File: config.mk
export PLATFORM = sky130hd
export DESIGN_NAME = kb_matrix_ctrl
export DESIGN_NICKNAME = d
export VERILOG_FILES = /design/src/rtl/kb_matrix_ctrl_pkg.sv /design/src/rtl/kb_scan_map.sv /design/src/rtl/kb_matrix_ctrl.sv
export SDC_FILE = /design/constraint.sdc
export NUM_CORES = 1
export LEC_CHECK = 0
export BUFFER_PORTS_ARGS = -buffer_cell sky130_fd_sc_hd__buf_4
export CORE_MARGIN = 4
export CORE_UTILIZATION = 45
export DETAILED_ROUTE_END_ITERATION = 10
export PLACE_DENSITY = 0.68
export REMOVE_ABC_BUFFERS = 1
export SLEW_MARGIN = 0
export SYNTH_ARGS = -nofsm -noshare
export SYNTH_HDL_FRONTEND = slang
export SYNTH_SLANG_ARGS = --single-unit
export TNS_END_PERCENT = 20
File: constraint.sdc
create_clock -name I_CLK -period 5.8 [get_ports I_CLK]
set_input_delay 1.16 -clock I_CLK [delete_from_list [all_inputs] [get_ports I_CLK]]
set_output_delay 1.16 -clock I_CLK [all_outputs]
set_load 0.01 [all_outputs]
File: src/rtl/kb_matrix_ctrl_pkg.sv
// kb_matrix_ctrl_pkg
// Shared definitions for the keyboard matrix controller:
//   - state_t        : PS2 sequencing FSM encoding
//   - PS2_ADDR_*     : PS2 register addresses (status / received data)
//   - PS2_CLR_VALID  : value written to the status register to drop "byte valid"
//   - CODE_*         : scancode prefixes, overrun codes and ignored replies
//   - NUM_ROWS       : rows in the emulated keyboard matrix
package kb_matrix_ctrl_pkg;

  typedef enum logic [2:0] {
    ST_POLL   = 3'd0,
    ST_READ   = 3'd1,
    ST_LATCH  = 3'd2,
    ST_ACK    = 3'd3,
    ST_DECODE = 3'd4
  } state_t;

  localparam logic [1:0] PS2_ADDR_STATUS = 2'd0;
  localparam logic [1:0] PS2_ADDR_DATA   = 2'd1;

  localparam logic [7:0] PS2_CLR_VALID = 8'h02;

  localparam logic [7:0] CODE_BREAK  = 8'hF0;
  localparam logic [7:0] CODE_EXT    = 8'hE0;
  localparam logic [7:0] CODE_OVR_LO = 8'h00;
  localparam logic [7:0] CODE_OVR_HI = 8'hFF;
  localparam logic [7:0] CODE_ACK    = 8'hFA;
  localparam logic [7:0] CODE_RESEND = 8'hFE;
  localparam logic [7:0] CODE_BAT_OK = 8'hAA;
  localparam logic [7:0] CODE_PAUSE  = 8'hE1;

  localparam int NUM_ROWS = 10;

  // Device replies and the pause prefix never touch the matrix.
  function automatic logic is_ignored(input logic [7:0] code);
    return (code == CODE_ACK) || (code == CODE_RESEND) ||
           (code == CODE_BAT_OK) || (code == CODE_PAUSE);
  endfunction

  function automatic logic is_overrun(input logic [7:0] code);
    return (code == CODE_OVR_LO) || (code == CODE_OVR_HI);
  endfunction

endpackage

File: src/rtl/kb_scan_map.sv
// kb_scan_map
// Combinational scancode -> matrix position lookup.
//   I_EXT  : 1 when the code was preceded by the E0 prefix
//   I_CODE : scancode byte
//   O_HIT  : 1 when {I_EXT, I_CODE} maps to a matrix key
//   O_ROW  : matrix row (0-9), valid only with O_HIT
//   O_COL  : bit within the row, valid only with O_HIT
module kb_scan_map
  import kb_matrix_ctrl_pkg::*;
(
  input  logic       I_EXT,
  input  logic [7:0] I_CODE,
  output logic       O_HIT,
  output logic [3:0] O_ROW,
  output logic [2:0] O_COL
);

  always_comb begin
    O_HIT = 1'b0;
    O_ROW = 4'd0;
    O_COL = 3'd0;
    case ({I_EXT, I_CODE})
      9'h01C: begin O_HIT = 1'b1; O_ROW = 4'd2; O_COL = 3'd1; end // A
      9'h016: begin O_HIT = 1'b1; O_ROW = 4'd6; O_COL = 3'd1; end // 1
      9'h070: begin O_HIT = 1'b1; O_ROW = 4'd0; O_COL = 3'd0; end // keypad 0
      9'h05A: begin O_HIT = 1'b1; O_ROW = 4'd1; O_COL = 3'd7; end // Enter
      9'h012: begin O_HIT = 1'b1; O_ROW = 4'd8; O_COL = 3'd6; end // L-Shift
      9'h059: begin O_HIT = 1'b1; O_ROW = 4'd8; O_COL = 3'd6; end // R-Shift shares L-Shift
      9'h014: begin O_HIT = 1'b1; O_ROW = 4'd8; O_COL = 3'd7; end // L-Ctrl
      9'h175: begin O_HIT = 1'b1; O_ROW = 4'd8; O_COL = 3'd1; end // Up (E0 75)
      9'h174: begin O_HIT = 1'b1; O_ROW = 4'd8; O_COL = 3'd2; end // Right (E0 74)
      9'h029: begin O_HIT = 1'b1; O_ROW = 4'd9; O_COL = 3'd6; end // Space
      9'h076: begin O_HIT = 1'b1; O_ROW = 4'd9; O_COL = 3'd7; end // Esc
      default: begin
        O_HIT = 1'b0;
        O_ROW = 4'd0;
        O_COL = 3'd0;
      end
    endcase
  end

endmodule

File: src/rtl/kb_matrix_ctrl.sv
// kb_matrix_ctrl
// Polls a PS2 controller register block, decodes scancodes and maintains an
// active-low 10x8 keyboard matrix the CPU reads one row at a time.
//   I_CLK, I_RST_N   : clock, asynchronous active-low reset
//   I_CPU_ADDR       : matrix row select (0-9 valid, 10-15 read FFh)
//   I_CLR_ALL        : release every key on the next edge
//   O_KB_DATA        : selected row, 0 = pressed
//   O_PS2_ADDR       : PS2 register address (0 status, 1 data)
//   O_PS2_WRITE      : PS2 register write strobe
//   O_PS2_WRDATA     : PS2 register write data
//   I_PS2_RDDATA     : PS2 register read data, status bit0 = byte valid
//   O_DBG_STATE      : current sequencing state
// PS2 handshake: the status register's bit0 is the valid flag; a byte is
// consumed by reading the data register and then writing 02h to status,
// which is the only acknowledge the device sees.
module kb_matrix_ctrl
  import kb_matrix_ctrl_pkg::*;
#(
  parameter int POLL_DIV = 16  // cycles between status samples, >= 2
) (
  input  logic       I_CLK,
  input  logic       I_RST_N,
  input  logic [3:0] I_CPU_ADDR,
  input  logic       I_CLR_ALL,
  output logic [7:0] O_KB_DATA,
  output logic [1:0] O_PS2_ADDR,
  output logic       O_PS2_WRITE,
  output logic [7:0] O_PS2_WRDATA,
  input  logic [7:0] I_PS2_RDDATA,
  output state_t     O_DBG_STATE
);

  localparam int CNT_W = $clog2(POLL_DIV);
  localparam logic [CNT_W-1:0] CNT_LAST = CNT_W'(POLL_DIV - 1);

  state_t                     state_q, state_d;
  logic [CNT_W-1:0]           cnt_q, cnt_d;
  logic [7:0]                 code_q, code_d;
  logic                       brk_q, brk_d;
  logic                       ext_q, ext_d;
  logic [NUM_ROWS-1:0][7:0]   rows_q, rows_d;

  logic       map_hit;
  logic [3:0] map_row;
  logic [2:0] map_col;

  kb_scan_map u_scan_map (
    .I_EXT  (ext_q),
    .I_CODE (code_q),
    .O_HIT  (map_hit),
    .O_ROW  (map_row),
    .O_COL  (map_col)
  );

  // State register and datapath flops.
  always_ff @(posedge I_CLK or negedge I_RST_N) begin
    if (!I_RST_N) begin
      state_q <= ST_POLL;
      cnt_q   <= '0;
      code_q  <= 8'h00;
      brk_q   <= 1'b0;
      ext_q   <= 1'b0;
      rows_q  <= '1;
    end else begin
      state_q <= state_d;
      cnt_q   <= cnt_d;
      code_q  <= code_d;
      brk_q   <= brk_d;
      ext_q   <= ext_d;
      rows_q  <= rows_d;
    end
  end

  // Next-state logic, poll counter and code capture.
  always_comb begin
    state_d = state_q;
    cnt_d   = cnt_q;
    code_d  = code_q;
    case (state_q)
      ST_POLL: begin
        if (cnt_q == CNT_LAST) begin
          cnt_d = '0;
          if (I_PS2_RDDATA[0]) state_d = ST_READ;
        end else begin
          cnt_d = cnt_q + CNT_W'(1);
        end
      end
      ST_READ:  state_d = ST_LATCH;
      ST_LATCH: begin
        code_d  = I_PS2_RDDATA;
        state_d = ST_ACK;
      end
      ST_ACK:   state_d = ST_DECODE;
      ST_DECODE: begin
        cnt_d   = '0;
        state_d = ST_POLL;
      end
      default: begin
        cnt_d   = '0;
        state_d = ST_POLL;
      end
    endcase
  end

  // Matrix and prefix flags. A clear request overrides whatever DECODE
  // would have done; the FSM itself is unaffected.
  always_comb begin
    rows_d = rows_q;
    brk_d  = brk_q;
    ext_d  = ext_q;
    if (I_CLR_ALL) begin
      rows_d = '1;
      if (state_q == ST_DECODE) begin
        brk_d = 1'b0;
        ext_d = 1'b0;
      end
    end else if (state_q == ST_DECODE) begin
      if (code_q == CODE_BREAK) begin
        brk_d = 1'b1;
      end else if (code_q == CODE_EXT) begin
        ext_d = 1'b1;
      end else begin
        brk_d = 1'b0;
        ext_d = 1'b0;
        if (is_overrun(code_q)) begin
          rows_d = '1;
        end else if (!is_ignored(code_q) && map_hit) begin
          // Break flag doubles as the written bit: 1 = released.
          for (int r = 0; r < NUM_ROWS; r++) begin
            if (map_row == 4'(r)) rows_d[r][map_col] = brk_q;
          end
        end
      end
    end
  end

  // Moore output decode.
  always_comb begin
    O_PS2_ADDR   = PS2_ADDR_STATUS;
    O_PS2_WRITE  = 1'b0;
    O_PS2_WRDATA = 8'h00;
    case (state_q)
      ST_READ, ST_LATCH: O_PS2_ADDR = PS2_ADDR_DATA;
      ST_ACK: begin
        O_PS2_ADDR   = PS2_ADDR_STATUS;
        O_PS2_WRITE  = 1'b1;
        O_PS2_WRDATA = PS2_CLR_VALID;
      end
      default: begin
        O_PS2_ADDR   = PS2_ADDR_STATUS;
        O_PS2_WRITE  = 1'b0;
        O_PS2_WRDATA = 8'h00;
      end
    endcase
  end

  // CPU row read straight from the flops, so a same-cycle update is not seen.
  always_comb begin
    O_KB_DATA = 8'hFF;
    for (int r = 0; r < NUM_ROWS; r++) begin
      if (I_CPU_ADDR == 4'(r)) O_KB_DATA = rows_q[r];
    end
  end

  assign O_DBG_STATE = state_q;

endmodule

* Yosys cells after proc, flatten, opt, wreduce, memory -nomap -nowiden
Cells that the tools add are included.
** Word-level totals
- Input bits :: 15
- Output and inout bits :: 22
- Word-level logic and storage cells :: 166
- Register bits after elaboration :: 97
** Cells by class
- Reduce and logical (&&, ||, !) cells :: 44
- Mux-type cells :: 58
- Equal/unequal tests :: 46
- Add/sub/neg operators :: 1
- $lt $le $gt $ge :: 2
** Operator list (number)
- $mux 80 :: 6
- $mux 8 :: 20
- $bwmux 8 :: 10
- $eq 8x8->1 const B :: 7
- $reduce_and 5->1 :: 10
- $eq 9x5->1 const B :: 4
- $eq 9x7->1 const B :: 4
- $reduce_bool 3->1 :: 11
- $eq 4x3->1 const B :: 8
- $pmux 3 s4 :: 2
- $eq 4x4->1 const B :: 5
- $pmux 4 s5 :: 1
- $eq 9x9->1 const B :: 2
- $eq 4x2->1 const B :: 4
- $mux 1 :: 13
- $reduce_or 3->1 :: 4
- $reduce_or 11->1 :: 1
- $eq 9x6->1 const B :: 1
- $eq 4x1->1 const B :: 2
- $logic_not 4->1 :: 2
- $logic_not 8->1 :: 1
- $ne 2x2->1 const B :: 4
- $pmux 4 s2 :: 1
- $eq 3x2->1 const B :: 2
- 18 further kinds :: 26

* Depth between registers and ports, before layout
- Depth after elaboration :: 15
- Depth in mapped cells :: 8
- Mapped depth without buffers :: 6

* Hierarchy
Synthesis repeated with hierarchy kept, for this count alone.
** Unflattened totals
- Cells, all modules :: 574
- Area total of the unflattened synthesis :: 5804.3 um^2
** By module, submodules not included
- kb_matrix_ctrl :: sequential area each 2527.4 um^2, area each 5477.8 um^2, cells an instance 523, times used 1
- kb_scan_map :: sequential area each 0.0 um^2, area each 326.6 um^2, cells an instance 51, times used 1

* Worst setup path after synthesis
No wires, ideal clock.
- Path type :: input to output
- From :: input I_CPU_ADDR[0]
- To :: output O_KB_DATA[3]
- Stages on the path :: 7
- Slack :: 2085 ps
- Data arrival time :: 2555 ps
- Data required time :: 4640 ps
- Path buffers :: 2
- Path through :: buf_2 buf_2 clkinv_1 nand2_1 o221a_2 nor3_1 o31ai_1
** On the way
- Word-level cells in the longest chain between the ends :: 11
- Elaborated cells between the ends (all ways) :: 20
- Classes of those cells :: eq/ne (9); mux (10); reduce/logical (1)
** Ends and longest elaborated chain
- start, declared :: line kb_matrix_ctrl.sv:23 : input logic [3:0] I_CPU_ADDR,
- $logic_not 4->1 :: line kb_matrix_ctrl.sv:161 : if (I_CPU_ADDR == 4'(r)) O_KB_DATA = rows_q[r];
- $mux 8 (9 in series) :: line kb_matrix_ctrl.sv:161
- $mux 8 (*) :: line kb_matrix_ctrl.sv:161
- end, declared :: line kb_matrix_ctrl.sv:25 : output logic [7:0] O_KB_DATA,
Every way passes the cells marked *; elsewhere a longest branch is shown, timed or not.

* Final worst setup path
- From :: input I_CPU_ADDR[0]
- To :: output O_KB_DATA[7]
Same word-level chain as after synthesis.

==> impl_results.md <==
- Vias/cell: between 5 and 6
- DR iter-0 viols: 238
- DRT Pass-1 Iters: 5
- Hold Path Depth: 2
- Sequential fraction of the synthesis area: 54.18%
- Max clock buf depth: 2
- Antenna diode instance count: 0
- Skew-Pair Late Insertion Delay: between 0.3 and 0.4 ns
- Final GP Congestion: 0.8710
- PD cells: 320.5 nW/um^2
- P&R area growth vs syn: 8.772%
- Post-Synthesis Cells: about 420
- FF-to-FF path depth: 6
- CTS H-tree lvls: 3
- WP data arrival: 2.76 ns
- Grt ovf: 0
- Fraction of layout cells with a size suffix above 1: 36.05%
- Detailed Route WL: 8855 um
- Tot GR Track Use: 16.24%
- Max Cap Viol: 0
- Post-CTS setup buffer count: 0
- Worst path cell trace: buf_4 > clkinv_1 > nand2_1 > o221a_2 > nor3_1 > o31ai_1 > buf_4
- Final setup fails: 0
- Flop-to-flop setup slack: 3.33 ns
- Slowest stage delay, CP: 0.31 ns
- Worst Hold Class: reg -> reg
- Most used standard cell by instance count after synthesis: dfstp_2
- Status: finished, final reports clean
- Filler instances: around 900
- Period minus WS final: 3.919 ns
- HPWL after DPL: 6045 um
- Post_cts resized: 0
- Ys Warns: 0
- Crit end category: output pin
- DRT antenna net count: 0
- Endpoints failing hold: 0
- Sum Neg Setup Slack: 0 ns
- CTS Hold Bufs: 0
- Peak VDD IR: 0.0003145 V
- CP max stage cell: o31ai_1
- Initial Util: between 40% and 50%
- Count of cell types in the netlist: 64
- Critical Path Most Common Cell: buf_4
- Via Count: 3078
- IO buf count: 28
- Fmax: 255.2 MHz
- Skew final: 0.01027 ns
- Final Max Tran Viols: 0
- First-pass GRT wire length: between 15000 and 20000 um
- Mean post-synth cell area: 11.05 sq um
- Post-Syn Area: 4664 sq um
- Async set-reset flop share out of synthesis: 100.0%
- Top post-synthesis cells by count: dfstp_2 (80), nand2b_1 (71), nor2_1 (38), nand2_1 (20), a21oi_1 (19)
- Vias in the first global route: 3087
- Final period util: 67.57%
- FF-to-FF End: rows_q[25]
- CTS Buf Count: 9
- DRC violations left: 0
- Initial antenna violation count: 0
- Worst-Margin Slew: 0.6982 ns
- Site Rows: 36
- Core ar.: 9955 sq um
- Startpoint types: input port
- Yosys reg bits: 97
- Yosys top cell by area: dfstp_2
- Die Wd: 109.8 um
- Main flop type after synthesis: dfstp_2
- CTS clock-pin slew for the worst setup and hold paths: 0.08 ns
- Rel. slew slack: 53.46%
- Post-synth top area share: 45.06%
- Largest fanout on the critical path: 16
- Post-synth EDFFs: 0
- Leak pwr: 0.001887 uW
- Die Height: 109.8 um
- Root buf cell: clkbuf_8
- Largest net degree at the start of global routing: 71
- Num ports: 37
- Final core occ: 50.97%
- Critical Path RT: 4.64 ns
- Min-Delay Endpoint: rows_q[65]
- Die ar.: 12060 sq um
- CTS tree: done
- CTS Sinks: 97
- Hold Startpoint: rows_q[65]
- WS Path Type: in -> out
- Synth top area cells: dfstp_2 (45%), nand2b_1 (9.5%), dfrtp_1 (9.1%), nor2_1 (3.1%), mux4_2 (2.9%)
- Final #Nets: about 450
- Worst reg2reg startpoint: code_q[1]
- Post-DR wirelength/cell: around 15 um
- RSZ-0062 raised after global routing: no
-- state kept, by name, summed over array words and instances, names as in the netlist --
signal       count
brk_q            1
cnt_q            4
code_q           8
ext_q            1
O_DBG_STATE      3
rows_q          80
-- cells by family (layout without fill, tap and decap cells) --
family / count (synthesis) / after routing / share of synthesized area [%]
flip-flops: 97 / 97 / 54.18
buffers and inverters: 45 / 57 / 5.177
XOR/XNOR: 2 / 2 / 0.3756
multiplexers: 22 / 22 / 6.626
AO/OA/AOI/OAI: 77 / 77 / 11.32
other: 1 / 8 / 0.08039
AND/OR/NAND/NOR: 177 / 177 / 21.97
adder cells (fa/ha/maj): 1 / 1 / 0.2682
-- per-layer routing --
layer  GRT usage, %  part of all wire (%)  wire length (um)
met1          22.23                    46              4074
met2          24.91                    46              4093
met3          5.109                   6.5               580
met4          4.452                   1.2               106
met5              0                     0                 0
-- where the power goes --
part           switching (uW)  internal (uW)
logic                     188            157
clock network             224            195
registers                 123            738
-- cells in the final DEF, fill, tap and decap left out, types with 10 or more instances in the layout --
cell type	n
a21oi_1	19
buf_4	30
clkbuf_8	10
dfrtp_1	17
dfstp_2	80
inv_1	10
mux2_2	11
nand2_1	20
nand2b_1	71
nor2_1	38
nor3_1	10
o21ai_0	17
o22ai_1	10
-- worst max-delay path, delay by kind of cell --
kind | cells | cell delay, ns
compound gates | 2 | 0.54
simple gates | 2 | 0.33
buf+inv | 3 | 0.72
-- worst max path at each step --
stage,start,end,cells past startpoint
finish,I_CPU_ADDR[0],O_KB_DATA[7],7
global route,I_CPU_ADDR[0],O_KB_DATA[7],7
global placement,I_CPU_ADDR[0],O_KB_DATA[7],7
CTS,I_CPU_ADDR[0],O_KB_DATA[7],7
detailed placement,I_CPU_ADDR[0],O_KB_DATA[7],7
floorplan,I_CPU_ADDR[1],O_KB_DATA[4],6
-- area by class of cell --
type / count / area [sq um] / share of cell area, %
Inverter: 11 / 41.29 / 0.8138
Clock buffer: 13 / 170.2 / 3.354
Multi-Input combinational cell: 287 / 1922 / 37.88
Clock inverter: 3 / 21.27 / 0.4192
Tap cell: 133 / 166.4 / 3.280
Sequential cell: 97 / 2527 / 49.81
Timing Repair Buffer: 30 / 225.2 / 4.439
-- metrics by stage --
| step | hold slack (ns) | std cells | instance area [sq um] | setup slack (ns) | power [uW] |
|---|---|---|---|---|---|
| 4_1_cts | 0.4730 | 574 | 5074 | 1.826 | 1643 |
| 2_1_floorplan | 0.4368 | 395 | 4491 | 2.453 | 1081 |
| 3_5_place_dp | 0.4605 | 558 | 4882 | 1.843 | 1217 |
| 5_1_grt | 0.5066 | 574 | 5074 | 1.703 | 1734 |
| 6_report | 0.4731 | 574 | 5074 | 1.881 | 1626 |
| 3_3_place_gp | 0.4605 | 558 | 4882 | 1.919 | 1202 |
No activity file was read; power rests on OpenSTA's default activity.
